--- src/rtl/package_settings.sv ---
// Shared widths, phase constants and the tag that rides alongside each
// operation through the shared phase unit.
package package_settings;

  localparam int SIZE_DATA = 16;
  // Phase scaling: full-scale +pi maps to 2^(SIZE_DATA-1), so pi/2 is a quarter turn.
  localparam logic signed [SIZE_DATA-1:0] PHASE_HALF_PI = 16'sh4000;
  localparam int TAG_CH_W = 8;

  typedef struct packed {
    logic                valid;
    logic [TAG_CH_W-1:0] channel;
    logic                zero_div;
    logic                q_sign;
    logic                q_zero;
  } phase_tag_t;

endpackage

--- src/rtl/rr_arbiter.sv ---
// Round-robin one-hot arbiter: search starts at the pointer and wraps,
// pointer moves just past the winner only when a grant is issued.
module rr_arbiter
  import package_settings::*;
#(
  parameter  int NUM_CH = 4,
  localparam int CH_W   = (NUM_CH > 1) ? $clog2(NUM_CH) : 1
) (
  input  logic              clk,
  input  logic              reset,
  input  logic              i_en,
  input  logic [NUM_CH-1:0] i_req,
  output logic [NUM_CH-1:0] o_grant,
  output logic [CH_W-1:0]   o_grant_idx,
  output logic              o_grant_vld
);

  logic [CH_W-1:0] r_ptr;

  function automatic logic [CH_W-1:0] wrap_idx(input logic [CH_W-1:0] base, input int off);
    int s;
    s = int'(base) + off;
    if (s >= NUM_CH) s = s - NUM_CH;
    return CH_W'(s);
  endfunction

  always_comb begin
    o_grant     = '0;
    o_grant_idx = '0;
    o_grant_vld = 1'b0;
    for (int i = 0; i < NUM_CH; i++) begin
      if (i_en && !o_grant_vld && i_req[wrap_idx(r_ptr, i)]) begin
        o_grant_vld                    = 1'b1;
        o_grant_idx                    = wrap_idx(r_ptr, i);
        o_grant[wrap_idx(r_ptr, i)]    = 1'b1;
      end
    end
  end

  always_ff @(posedge clk) begin
    if (reset) begin
      r_ptr <= '0;
    end else if (o_grant_vld) begin
      r_ptr <= wrap_idx(o_grant_idx, 1);
    end
  end

endmodule

--- src/rtl/phase_arbiter.sv ---
// Shares one fixed-latency phase unit among NUM_CH requesters; a tag pipeline
// tracks each issued operation so results return in order with their owner.
module phase_arbiter
  import package_settings::*;
#(
  parameter  int NUM_CH        = 4,
  parameter  int PHASE_LATENCY = 4,
  localparam int CH_W          = (NUM_CH > 1) ? $clog2(NUM_CH) : 1
) (
  input  logic                          clk,
  input  logic                          reset,
  input  logic                          hold,
  input  logic [NUM_CH-1:0]             req_valid,
  output logic [NUM_CH-1:0]             req_ready,
  input  logic [NUM_CH*SIZE_DATA-1:0]   req_i,
  input  logic [NUM_CH*SIZE_DATA-1:0]   req_q,
  output logic signed [SIZE_DATA-1:0]   core_i,
  output logic signed [SIZE_DATA-1:0]   core_q,
  output logic                          core_enable,
  input  logic signed [SIZE_DATA-1:0]   core_phase,
  output logic                          res_valid,
  output logic [CH_W-1:0]               res_channel,
  output logic signed [SIZE_DATA-1:0]   res_phase
);

  logic [NUM_CH-1:0]           w_grant;
  logic [CH_W-1:0]             w_grant_idx;
  logic                        w_accept;
  logic                        w_arb_en;
  logic signed [SIZE_DATA-1:0] w_sel_i;
  logic signed [SIZE_DATA-1:0] w_sel_q;
  phase_tag_t                  w_tag_in;
  phase_tag_t                  w_tag_out;
  phase_tag_t                  r_tag_p [PHASE_LATENCY+1];

  // I == 0 bypasses the core result: the angle is fixed by the sign of Q.
  function automatic logic signed [SIZE_DATA-1:0] resolve_phase(
    input phase_tag_t t, input logic signed [SIZE_DATA-1:0] p);
    if (!t.zero_div) return p;
    if (t.q_zero)    return '0;
    if (t.q_sign)    return -PHASE_HALF_PI;
    return PHASE_HALF_PI;
  endfunction

  assign w_arb_en  = !hold && !reset;
  assign req_ready = w_grant;

  rr_arbiter #(.NUM_CH(NUM_CH)) u_rr (
    .clk         (clk),
    .reset       (reset),
    .i_en        (w_arb_en),
    .i_req       (req_valid),
    .o_grant     (w_grant),
    .o_grant_idx (w_grant_idx),
    .o_grant_vld (w_accept)
  );

  always_comb begin
    w_sel_i = '0;
    w_sel_q = '0;
    for (int k = 0; k < NUM_CH; k++) begin
      if (w_grant[k]) begin
        w_sel_i = req_i[k*SIZE_DATA +: SIZE_DATA];
        w_sel_q = req_q[k*SIZE_DATA +: SIZE_DATA];
      end
    end
    w_tag_in          = '0;
    w_tag_in.valid    = w_accept;
    w_tag_in.channel  = TAG_CH_W'(w_grant_idx);
    w_tag_in.zero_div = (w_sel_i == '0);
    w_tag_in.q_sign   = w_sel_q[SIZE_DATA-1];
    w_tag_in.q_zero   = (w_sel_q == '0);
  end

  assign w_tag_out = r_tag_p[PHASE_LATENCY];

  if (CH_W < TAG_CH_W) begin : g_ch_pad
    logic w_unused_ch_bits;
    assign w_unused_ch_bits = |w_tag_out.channel[TAG_CH_W-1:CH_W];
  end

  // Stage p0: operands registered to the phase unit, tag enters the pipeline
  always_ff @(posedge clk) begin
    if (reset) begin
      core_enable <= 1'b0;
      core_i      <= '0;
      core_q      <= '0;
      for (int j = 0; j <= PHASE_LATENCY; j++) r_tag_p[j] <= '0;
    end else begin
      core_enable <= w_accept;
      if (w_accept) begin
        core_i <= w_sel_i;
        core_q <= w_sel_q;
      end
      r_tag_p[0] <= w_tag_in;
      for (int j = 1; j <= PHASE_LATENCY; j++) r_tag_p[j] <= r_tag_p[j-1];
    end
  end

  // Stage p(L+1): core result meets its tag and is resolved
  always_ff @(posedge clk) begin
    if (reset) begin
      res_valid   <= 1'b0;
      res_channel <= '0;
      res_phase   <= '0;
    end else begin
      res_valid <= w_tag_out.valid;
      if (w_tag_out.valid) begin
        res_channel <= CH_W'(w_tag_out.channel);
        res_phase   <= resolve_phase(w_tag_out, core_phase);
      end
    end
  end

endmodule
--- config.mk ---
export PLATFORM = sky130hd
export DESIGN_NAME = phase_arbiter
export DESIGN_NICKNAME = d
export VERILOG_FILES = /design/src/rtl/package_settings.sv /design/src/rtl/rr_arbiter.sv /design/src/rtl/phase_arbiter.sv
export SDC_FILE = /design/constraint.sdc
export NUM_CORES = 1
export LEC_CHECK = 0
export BUFFER_PORTS_ARGS = -buffer_cell sky130_fd_sc_hd__buf_2
export CAP_MARGIN = 20
export CORE_MARGIN = 2
export CORE_UTILIZATION = 40
export DETAILED_ROUTE_END_ITERATION = 8
export PLACE_DENSITY = 0.72
export SLEW_MARGIN = 25
export SYNTH_ARGS = -nofsm -noshare
export SYNTH_HDL_FRONTEND = slang
export SYNTH_SLANG_ARGS = --single-unit
--- constraint.sdc ---
create_clock -name clk -period 11.15 [get_ports clk]
set_input_delay 2.7875 -clock clk [delete_from_list [all_inputs] [get_ports clk]]
set_output_delay 2.7875 -clock clk [all_outputs]
set_load 0.01 [all_outputs]
* After elaboration in Yosys (flattened, before gate mapping) *
Memory sizes are Yosys's and may differ from the RTL's.
Index checks and enable logic that the tools add are counted.
W data, S select, Z words.

operators by class
  $add $sub $neg = 9
  $lt $le $gt $ge = 17
  mux-type cells = 71
  bitwise gates (word level) = 8
  reductions and logical operators = 19

operators by type and width
  cell                   count
  $mux W16               14
  $mux W12               5
  $logic_not A16 Y1      2
  $mux W1                27
  $mux W2                13
  $lt A2 B3 Y1 const B   8
  $mux W4                4
  $ge A3 B3 Y1 const B   4
  $logic_and A1 B1 Y1    12
  $or A4 B4 Y4           3
  $sub A2 B1 Y2 const B  5
  $bmux W1 S2            4
  $demux W1 S2           4
  $ge A2 B1 Y1 const B   4
  $add A2 B1 Y3 const B  2
  $add A2 B2 Y3 const B  2
  $logic_not A1 Y1       5
  $or A1 B1 Y1           5
  $ge A2 B3 Y1 const B   1

storage, ports and cells
  bits in registers = 54
  memory bits (writable) = 60
  input port bits = 151
  output and inout port bits = 56
  logic and storage cells = 132
  memories kept = 1

memories
  memory   words  bits a word  rd ports  clocked after Yosys merged registers in  wr ports  RTL line             RTL
  r_tag_p  5      12           5         0                                        5         phase_arbiter.sv:34  phase_tag_t r_tag_p [PHASE_LATENCY+1];

* Longest topological paths before layout *
Gate-level depths: netlist (run 1).

  depth after elaboration = 30
  mapped depth = 15
  depth with buffers taken out = 12

* Cells and area by module *
From an unflattened synthesis (run 1), not the netlist that was laid out.

second synthesis, totals
  cell total of the unflattened synthesis = 460
  area, all modules = 4,117.7 µm²

modules (own cells, without submodules)
  module         times used  cells each  area each (µm²)  seq. area each (µm²)
  phase_arbiter  1           392         3,530.9          1,621.6
  rr_arbiter     1           68          586.8            40.0

* Worst setup path after synthesis (run 1) *
Ideal clock, no wire load.

  path type = input -> output
  from = in req_valid[2]
  to = out req_ready[1]
  data arrival time = 4.747 ns
  data required time = 8.363 ns
  setup slack = 3.616 ns
  cell stages on the path = 7
  path buffers = 3
  cell sequence = buf_6 -> mux4_2 -> or3b_1 -> a21oi_2 -> a221o_4 -> clkbuf_1 -> clkbuf_1

on the way
  cells in the longest elaborated chain, start to end = 16
  elaborated cells between the ends (all ways) = 28
  classes of those cells = mux: 15; bitwise: 3; reduce/logical: 10

ends and longest elaborated chain
  item                              RTL line             RTL
  start, declared                   phase_arbiter.sv:13  input logic [NUM_CH-1:0] req_valid,
  $bmux W1 S2                       rr_arbiter.sv:32     if (i_en && !o_grant_vld && i_req[wrap_idx(r_ptr, i)]) begin
  $mux W1 (not written as such)     rr_arbiter.sv:32
  $logic_and A1 B1 Y1               rr_arbiter.sv:32
  $mux W1                           rr_arbiter.sv:32
  $logic_not A1 Y1                  rr_arbiter.sv:32
  $logic_and A1 B1 Y1 (2 in a row)  rr_arbiter.sv:32
  $mux W1                           rr_arbiter.sv:32
  $logic_not A1 Y1                  rr_arbiter.sv:32
  $logic_and A1 B1 Y1 (2 in a row)  rr_arbiter.sv:32
  $mux W1                           rr_arbiter.sv:32
  $logic_not A1 Y1                  rr_arbiter.sv:32
  $logic_and A1 B1 Y1 (2 in a row)  rr_arbiter.sv:32
  $mux W4 *                         rr_arbiter.sv:32
  end, declared                     phase_arbiter.sv:14  output logic [NUM_CH-1:0] req_ready,

Mark *: on every way between the ends. The rest lies on a longest branch, timed or not. The select of a mux whose other input is x is not followed.

* Worst setup path after layout (run 1) *
  from = in reset
  to = out req_ready[3]

on the way
  cells in the longest elaborated chain, start to end = 16
  elaborated cells between the ends (all ways) = 22
  classes of those cells = mux: 7; bitwise: 3; reduce/logical: 12

ends and longest elaborated chain
  item                              RTL line             RTL
  start, declared                   phase_arbiter.sv:11  input logic reset,
  $logic_not A1 Y1 *                phase_arbiter.sv:45  assign w_arb_en = !hold && !reset;
  $logic_and A1 B1 Y1 *             phase_arbiter.sv:45
  $logic_and A1 B1 Y1               rr_arbiter.sv:32
  $mux W1                           rr_arbiter.sv:32
  $logic_not A1 Y1                  rr_arbiter.sv:32
  $logic_and A1 B1 Y1 (2 in a row)  rr_arbiter.sv:32
  $mux W1                           rr_arbiter.sv:32
  $logic_not A1 Y1                  rr_arbiter.sv:32
  $logic_and A1 B1 Y1 (2 in a row)  rr_arbiter.sv:32
  $mux W1                           rr_arbiter.sv:32
  $logic_not A1 Y1                  rr_arbiter.sv:32
  $logic_and A1 B1 Y1 (2 in a row)  rr_arbiter.sv:32
  $mux W4 *                         rr_arbiter.sv:32

Mark *: on every way between the ends. The rest lies on a longest branch, timed or not.

==> results of run 1 <==
-- power by group through the flow --
stage | clock network (mW) | registers [mW] | logic [mW]
2_1_floorplan | 0 | 0.350 | 0.122
3_3_place_gp | 0 | 0.343 | 0.200
3_5_place_dp | 0 | 0.343 | 0.205
4_1_cts | 0.211 | 0.336 | 0.206
5_1_grt | 0.221 | 0.340 | 0.224
6_report | 0.204 | 0.337 | 0.206
-- final cells by class --
cell class                      instances  share of cell area
Clock buffer                            9             0.02390
Clock inverter                          7             0.01376
Inverter                               12            0.008691
Multi-Input combinational cell        309              0.3976
Sequential cell                        83              0.3206
Tap cell                              133             0.03211
Timing Repair Buffer                  209              0.2033
-- layer usage --
metal | vias to the layer above | part of all wire | global-route usage
met2 | 211 | 0.48 | 0.3372
met1 | 1844 | 0.42 | 0.2558
met3 | 22 | 0.082 | 0.05220
met4 | 0 | 0.021 | 0.07186
met5 | - | 0 | 0
li1 | 1981 | - | -
-- registers in the layout, summed over array words and instances, names as in the netlist --
signal	count
core_i	16
core_q	16
r_tag_p	30
res_channel	2
res_phase	16
res_valid	1
u_rr.r_ptr	2
-- Yosys cell counts, drive strengths merged --
cell / count / area, µm²
a32oi: 1 / 8.760
clkinv: 1 / 3.750
inv: 11 / 41.29
nor3: 2 / 15.01
a211oi: 4 / 30.03
o22a: 1 / 8.760
nor2: 52 / 195.2
dfxtp: 83 / 1662
nand2: 23 / 91.34
o221ai: 2 / 17.52
o21ai: 17 / 85.08
or4: 4 / 33.78
or3b: 3 / 26.28
and2: 3 / 21.27
a21oi: 42 / 225.2
o21bai: 2 / 15.01
a221o: 3 / 41.29
a21o: 1 / 7.510
and2b: 1 / 7.510
or2: 1 / 6.260
nor4: 2 / 18.77
nand3: 1 / 5.000
a211o: 1 / 8.760
o2111ai: 1 / 8.760
a2bb2oi: 16 / 140.1
a221oi: 32 / 316.6
and3: 1 / 11.26
nor2b: 46 / 295.3
o32ai: 1 / 8.760
a311oi: 1 / 8.760
a22oi: 1 / 7.510
buf: 13 / 93.83
o22ai: 27 / 168.9
nand4: 2 / 12.51
o31ai: 1 / 7.510
mux2i: 2 / 20.02
ha: 5 / 62.56
clkbuf: 20 / 75.07
mux2: 2 / 22.52
mux4: 4 / 90.09
nor3b: 1 / 7.510
-- per-stage QoR --
step             util  power [mW]
3_3_place_gp   0.5174      0.5430
2_1_floorplan       -      0.4719
4_1_cts        0.5376      0.7530
6_report       0.5376      0.7465
5_1_grt        0.5376      0.7849
3_5_place_dp   0.5174      0.5479
-- worst max-delay path by stage --
| stage | depth (start not counted) | slack, ps | endpoint | from |
|---|---|---|---|---|
| finish | 9 | 3160 | req_ready[3] | reset |
| global route | 9 | 3000 | req_ready[3] | reset |
| CTS | 9 | 3180 | req_ready[3] | reset |
| detailed placement | 9 | 3200 | req_ready[3] | reset |
| global placement | 9 | 3290 | req_ready[3] | reset |
| floorplan | 7 | 3620 | req_ready[1] | req_valid[2] |
-- kinds of logic (layout without fill, tap and decap cells) --
family                     Yosys count  count (layout)  synth area share
adders and majority gates            5               5           0.01591
DFF                                 83              83            0.4225
and+or+nand+nor                    142             142            0.1899
AOI/OAI and AO/OA                  154             154            0.2835
buffers and inverters               45             237           0.05440
muxes                                8               8           0.03373
-- worst reg2reg max path: stages (launching register included) --
cell and delay (ps):
dfxtp_1 620, inv_1 270, ha_1 550, mux2_1 370
or4_4 450, a21oi_4 240, a221o_4 470, nor2b_4 240
a221oi_1 390, o22ai_1 140, or4_1 560, nor4_2 270
==> impl_metrics.tcl, run 1 <==
set metrics [dict create \
    power_density_nw_per_um2 144.0 \
    synth-seq-area-share 0.4225 \
    path_cells "buf_2, buf_4, nor2_1, nand2_1, a21oi_4, a221oi_4, buf_4, inv_1, buf_2" \
    peakVddDrop_uv 89.50 \
    clockPowerShare 0.274 \
    nFillCells 906 \
    worst-setup-path-type "in2out" \
    setup_ws_ps 3158 \
    die_y_um 103.2 \
    drive_gt1_frac 0.3911 \
    clk_latency_ps 350 \
    min_path_type "reg2reg" \
    timing.final.crit_share 0.7168 \
    postCtsSetupRepairBufs 0 \
    antenna_left 0 \
    max_stage_delay_ps 580 \
    rows 36 \
    synthesis.area_um2 3933 \
    required_ps 8360 \
    layout_common_cells "buf_2, dfxtp_1, nor2_1, nor2b_1, a21oi_1" \
    p_int_uw 503.1 \
    p_sw_frac 0.3261 \
    hold_slack_ps 434.5 \
    crit_path_end_kind "output port" \
    wl_um 11770 \
    die_w_um 103.2 \
    fin_setup_tns_ps 0 \
    vias 4058 \
    yosysWarnings 0 \
    fin_area_um2 5182 \
    cts_buffers 9 \
    timing.hold.worst.start "r_tag_p[0][25]$_SDFF_PP0_" \
    clkTransAtPathRegs_ps 90 \
    pwr-share-seq 0.451 \
    grt_first_pass_wirelength_um 16880 \
    r2r_start "u_rr.r_ptr[0]$_SDFFE_PP0P_" \
    cpMaxStageDelayCell "buf_4" \
    rsz0062_at_grt "no" \
    gr-total-overflow 0 \
    drv_cap 0 \
    place_ws_ps 3195 \
    gp_congestion 0.9096 \
    slew-limit-headroom 0.4130 \
    synth_area_per_cell_um2 8.999 \
    finClkSkew_ps 6.950 \
    core-area_um2 9639 \
    grt_usage 0.2031 \
    dp.cells 746 \
    synth_cell_types 57 \
    worst_pin_slew_ps 878.7 \
    netlist_instances 437 \
    finalHoldViolations 0 \
    wl_per_cell_um 15.45 \
    ff2ff_setup_slack_ps 6500 \
    fin_crit_ps 7992 \
    clock_path_buffers 2 \
    p_leak_nw 2.392 \
    area_growth_pct 31.78 \
    cts_resized 0 \
    placed_area_um2 4987 \
    cts.sinks 83 \
    mostFrequentLayoutCell "buf_2" \
    crit_family "buffers and inverters" \
    antenna_cells 0 \
    multi_input_area_um2 2061 \
    remaining_drc_errors 0 \
    area.sequential_um2 1662 \
    ctsHoldBuffers 0 \
    grt_max_degree 79 \
    rr_endpoint "r_tag_p[0][2]$_SDFF_PP0_" \
    cts_tree "done" \
    initial_core_util 0.4080 \
    fin_cells 762 \
    setup_violations 0 \
    port_buffers 206 \
    first_iter_violations 233 \
    io_pins 207 \
    fmax_mhz 125.1 \
    die_area_um2 10640 \
    crit_arrival_ps 5200 \
    synth-seq-cells 83 \
    reg2reg_depth 11 \
    min_path_cells 1 \
    whs_endpoint "r_tag_p[0][37]$_SDFF_PP0_" \
    dp_hpwl_um 8961 \
    cts-root-buf "clkbuf_8" \
    slew_violations 0 \
    p_comb_frac 0.275 \
    worst_setup_path_start_kind "primary input" \
    path_buf_inv 5 \
    vias_per_cell 5.325 \
    outcome "finished, final reports clean" \
    drtPass1Iterations 5 \
    htree_levels 3 \
    antenna_found_initial 0 \
    power.switching_uw 243.4 \
    grt_pass1_vias 3618 \
    fin_nets 780 \
    worstPathMaxFanout 78 \
    syn_nets 593 \
]
Power figures use the tool's default switching activity.
==> run 2: changes to the inputs <==
clock period = 7.8 ns   (was 11.15 ns; I/O delays follow)
==> run 2 against run 1 <==
  * Largest power group unchanged
  * Sequential share of layout area fell by 0.093 points
  * Highest routed layer unchanged
  * Register-to-register slack got worse by 3300 ps
  * Die area did not move
  * Clock-buffer cell count rose by 1
  * Final area rose by 0.29%
==> impl_metrics.tcl, run 2 (synthesis results as in run 1) <==
set metrics [dict create \
    ctsHoldBuffers 0 \
    outcome "finished, final reports clean" \
    wl_per_cell_um 15.52 \
    port_buffers 206 \
    layout_common_cells "buf_2, dfxtp_1, nor2_1, nor2b_1, a21oi_1" \
    fin_setup_tns_ps 0 \
    nFillCells 927 \
    dp_hpwl_um 9030 \
    grt_max_degree 77 \
    max_stage_delay_ps 580 \
    path_buf_inv 3 \
    clk_latency_ps 360 \
    crit_arrival_ps 3870 \
    drtPass1Iterations 4 \
    ff2ff_setup_slack_ps 3210 \
    io_pins 207 \
    worst_setup_path_start_kind "primary input" \
    dp.cells 746 \
    worstPathMaxFanout 11 \
    crit_family "buffers and inverters" \
    postCtsSetupRepairBufs 0 \
    vias_per_cell 5.339 \
    rsz0062_at_grt "no" \
    cts-root-buf "clkbuf_8" \
    fin_cells 762 \
    grt_pass1_vias 3598 \
    grt_first_pass_wirelength_um 17140 \
    die_area_um2 10640 \
    die_w_um 103.2 \
    slew_violations 0 \
    gp_congestion 0.9474 \
    multi_input_area_um2 2061 \
    mostFrequentLayoutCell "buf_2" \
    min_path_type "reg2reg" \
    worst_pin_slew_ps 880.8 \
    gr-total-overflow 0 \
    fin_crit_ps 5815 \
    finClkSkew_ps 16.67 \
    worst-setup-path-type "in2out" \
    path_cells "buf_2, mux4_2, or3b_1, a21oi_1, a221oi_4, inv_1, buf_2" \
    required_ps 5850 \
    die_y_um 103.2 \
    htree_levels 3 \
    cts_buffers 9 \
    reg2reg_depth 11 \
    power_density_nw_per_um2 210.2 \
    worst-path-stages 7 \
    cts.sinks 83 \
    grt_usage 0.2083 \
    first_iter_violations 241 \
    critPathMostFrequentCell "buf_2" \
    core-area_um2 9639 \
    setup_violations 0 \
    antenna_left 0 \
    p_leak_nw 2.396 \
    timing.hold.worst.start "r_tag_p[0][0]$_SDFF_PP0_" \
    area.sequential_um2 1662 \
    r2r_start "u_rr.r_ptr[0]$_SDFFE_PP0P_" \
    drive_gt1_frac 0.3911 \
    initial_core_util 0.4080 \
    peakVddDrop_uv 81.58 \
    clkTransAtPathRegs_ps 100 \
    cpMaxStageDelayCell "mux4_2" \
    timing.final.crit_share 0.7455 \
    crit_path_end_kind "output port" \
    area_growth_pct 32.17 \
    finalHoldViolations 0 \
    clock_path_buffers 2 \
    regMostFlops "r_tag_p" \
    antenna_cells 0 \
    remaining_drc_errors 0 \
    fmax_mhz 172.0 \
    fin_nets 780 \
    cts_tree "done" \
    min_path_cells 1 \
    rr_endpoint "r_tag_p[0][2]$_SDFF_PP0_" \
    largest_reg_flops 30 \
    whs_endpoint "r_tag_p[0][12]$_SDFF_PP0_" \
    cts_resized 0 \
    wl_um 11830 \
    drv_cap 0 \
    vias 4068 \
    antenna_found_initial 0 \
    rows 36 \
    slew-limit-headroom 0.4116 \
]
==> run 2: cell types whose count changed in the layout (fill, tap and decap cells not counted), sizes merged <==
cell,previous run,this run
clkinvlp,2,3
clkinv,3,1
inv,14,13
clkbuf,9,10
bufinv,0,1
==> run 2: layout make-up <==
class / count / share of cell area
clock buffers: 10 / 0.02648
clock inverters: 6 / 0.01396
inverters: 12 / 0.008666
multi-input cells: 309 / 0.3965
flip-flops and latches: 83 / 0.3197
well taps: 133 / 0.03202
repair buffers: 209 / 0.2027
==> run 2: per-layer routing <==
layer / part of all wire / GRT usage
met4: 0.021 / 0.08806
met2: 0.49 / 0.3477
met5: 0 / 0
met3: 0.081 / 0.04949
met1: 0.41 / 0.2571
==> run 2: per-stage QoR <==
step                        util  hold WS, ps  cell area [µm²]  worst slack (ps)  power, mW
final                     0.5392        429.1             5197              1985      1.093
after global routing      0.5392        448.9             5197              1906      1.151
after CTS                 0.5392        440.3             5197              1997      1.104
after detailed placement  0.5174        423.6             4987              2003     0.7826
after global placement    0.5174        414.9             4987              2062     0.7755
after floorplan                -        413.8             3933              1941     0.6746
==> run 2: where the power goes <==
group / total (mW) / internal [mW] / switching [mW]
Clock: 0.319 / 0.160 / 0.159
Combinational: 0.293 / 0.133 / 0.160
Sequential: 0.481 / 0.462 / 0.0191
Total: 1.09 / 0.755 / 0.338
==> run 2: worst register-to-register path, stage by stage, from the launching register on <==
cell and delay [ps]:
dfxtp_1 610, inv_1 270, ha_1 540, mux2_1 350
or4_4 450, a21oi_4 230, a221o_4 470, nor2b_4 240
a221oi_1 390, o22ai_1 140, or4_1 550, nor4_2 270
==> run 2: how the worst max path moves through the flow <==
stage | end | from | slack [ps]
2_1_floorplan | req_ready[1] | req_valid[2] | 1940
3_3_place_gp | req_ready[1] | req_valid[3] | 2060
3_5_place_dp | req_ready[1] | req_valid[3] | 2000
4_1_cts | req_ready[1] | req_valid[3] | 2000
5_1_grt | req_ready[2] | req_valid[3] | 1910
6_report | req_ready[3] | req_valid[3] | 1980
==> run 3: changes to the inputs <==
ABC_AREA = 1   (was default)
PLACE_DENSITY = 0.73   (was 0.72)
clock period = 5 ns   (was 7.8 ns; I/O delays follow)
==> run 3 against run 2 <==
  * Utilization down 1.2 points
  * Non-clock buffer count up 2
  * Clock-buffer cell count up 2
  * Power rose to 2.8 times the previous value
  * Synthesized cell count up 52%
  * Critical endpoint is now req_ready[1]
  * Largest cell class unchanged
==> impl_metrics.tcl, run 3 <==
set metrics [dict create \
    outcome "finished, final reports clean" \
    p_comb_frac 0.524 \
    cts-root-buf "clkbuf_16" \
    initial_core_util 0.4122 \
    mostFrequentLayoutCell "buf_2" \
    cts_tree "done" \
    fmax_mhz 255.0 \
    gr-total-overflow 0 \
    first_iter_violations 375 \
    finalPower_mw 3.112 \
    synthesis.area_um2 4508 \
    antenna_left 0 \
    finalHoldViolations 0 \
    required_ps 3750 \
    finClkSkew_ps 3.086 \
    power_density_nw_per_um2 539.7 \
    io_pins 207 \
    p_int_mw 1.734 \
    synth-seq-area-share 0.3686 \
    grt_pass1_vias 4411 \
    synth.area.top_cells "dfxtp_1, nand2_1, a21oi_1" \
    clockPowerShare 0.190 \
    drv_cap 0 \
    synth_ff_type "dfxtp_1" \
    drive_gt1_frac 0.3279 \
    rsz0062_at_grt "no" \
    worst-setup-path-type "reg2out" \
    worst_pin_slew_ps 910.6 \
    crit_path_end_kind "output port" \
    crit_arrival_ps 2670 \
    antenna_found_initial 0 \
    remaining_drc_errors 0 \
    grt_usage 0.2255 \
    synth-edff-count 0 \
    wl_um 14060 \
    peakVddDrop_uv 311.8 \
    timing.final.crit_share 0.7843 \
    regMostFlops "r_tag_p" \
    synth-seq-cells 83 \
    slew-limit-headroom 0.3907 \
    fin_cells 994 \
    async_reset_ff_frac 0 \
    yosysWarnings 0 \
    fin_crit_ps 3921 \
    netlist_instances 666 \
    drtPass1Iterations 5 \
    antenna_cells 0 \
    grt_max_degree 61 \
    p_sw_frac 0.4428 \
    fin_setup_tns_ps 0 \
    cts_resized 0 \
    worstPathMaxFanout 33 \
    pwr-share-seq 0.286 \
    synth_area_per_cell_um2 6.769 \
    wl_per_cell_um 14.14 \
    grt_first_pass_wirelength_um 21220 \
    yosysTopAreaCellShare 0.3686 \
    synth.most_common_cell "nand2_1" \
    nFillCells 1136 \
    core-area_um2 10940 \
    power.switching_mw 1.378 \
    worst_setup_path_start_kind "register" \
    vias 4896 \
    postCtsSetupRepairBufs 0 \
    min_path_type "reg2reg" \
    largest_reg_flops 30 \
    clkTransAtPathRegs_ps 60 \
    die_area_um2 12140 \
    syn_nets 822 \
    clock_path_buffers 2 \
    multi_input_area_um2 2316 \
    p_leak_nw 3.017 \
    port_buffers 206 \
    area_growth_pct 27.92 \
    fin_nets 1007 \
    slew_violations 0 \
    setup_violations 0 \
    rows 38 \
    clk_latency_ps 320 \
    htree_levels 3 \
    cts_buffers 9 \
    ctsHoldBuffers 0 \
    area.sequential_um2 1662 \
    vias_per_cell 4.926 \
    cts.sinks 83 \
    synth_cell_types 38 \
    dp_hpwl_um 10620 \
    die_y_um 110.2 \
    layout_common_cells "buf_2, nand2_1, nor2_1, dfxtp_1" \
    die_w_um 110.2 \
    synth_top_cell_by_area "dfxtp_1" \
    gp_congestion 0.9452 \
    dp.cells 980 \
    yosys-top-cells-count "nand2_1, dfxtp_1, nor2_1" \
]
[run 3: final cells by class]
cell class	instances	area share
Clock buffer	12	0.04448
Clock inverter	2	0.002170
Inverter	72	0.04795
Multi-Input combinational cell	474	0.4016
Sequential cell	83	0.2881
Tap cell	140	0.03038
Timing Repair Buffer	211	0.1853
[run 3: critical path, cell delays in order, from the launching register on]
cell and delay (ps):
dfxtp_1 500, inv_2 190, ha_1 410, inv_1 160, nand3_1 90, nand3_1 140
nand3_2 120, clkinv_2 80, nand3_1 110, nand2_4 340, buf_2 210
[run 3: path summary, 6_finish.rpt]
kind,startpoint,endpoint,slack [ps],depth (start not counted)
max,u_rr.r_ptr[0]$_SDFFE_PP0P_,req_ready[1],1080,10
max reg2reg,u_rr.r_ptr[0]$_SDFFE_PP0P_,r_tag_p[0][2]$_SDFF_PP0_,1430,15
min,r_tag_p[0][13]$_SDFF_PP0_,r_tag_p[0][25]$_SDFF_PP0_,400,2
min reg2reg,r_tag_p[0][13]$_SDFF_PP0_,r_tag_p[0][25]$_SDFF_PP0_,400,2
[run 3: kinds of logic (layout without fill, tap and decap cells)]
group	count (synthesis)	in the layout	share of synthesized area
buffers and inverters	109	297	0.1177
xor gates and xnor gates	1	1	0.001943
adders and majority gates	5	5	0.01388
and+or+nand+nor	329	329	0.3111
AOI/OAI and AO/OA	139	139	0.1868
DFF	83	83	0.3686
[run 3: routing by layer]
layer  global-route usage  vias up  part of all wire
met2               0.4005      183              0.48
met1               0.2533     2179              0.40
li1                     -     2492                 -
met5                    0        -                 0
met3              0.05585       42             0.075
met4               0.1027        0             0.041
[run 3: power groups by stage]
stage               Combinational [mW]  Clock, mW  Sequential, mW
CTS                               1.64      0.603           0.889
global route                      1.84      0.634           0.907
finish                            1.63      0.591           0.890
floorplan                         1.16          0           0.937
detailed placement                1.63          0           0.901
global placement                  1.61          0           0.903
[run 3: stage by stage]
| stage | utilization | area, µm² | worst slack, ps | hold slack, ps |
|---|---|---|---|---|
| 2_1_floorplan | - | 4508 | 1356 | 388.3 |
| 3_3_place_gp | 0.5027 | 5498 | 1148 | 389.1 |
| 3_5_place_dp | 0.5027 | 5498 | 1107 | 392.8 |
| 4_1_cts | 0.5273 | 5767 | 1081 | 400.1 |
| 5_1_grt | 0.5273 | 5767 | 871.4 | 411.1 |
| 6_report | 0.5273 | 5767 | 1079 | 395.6 |
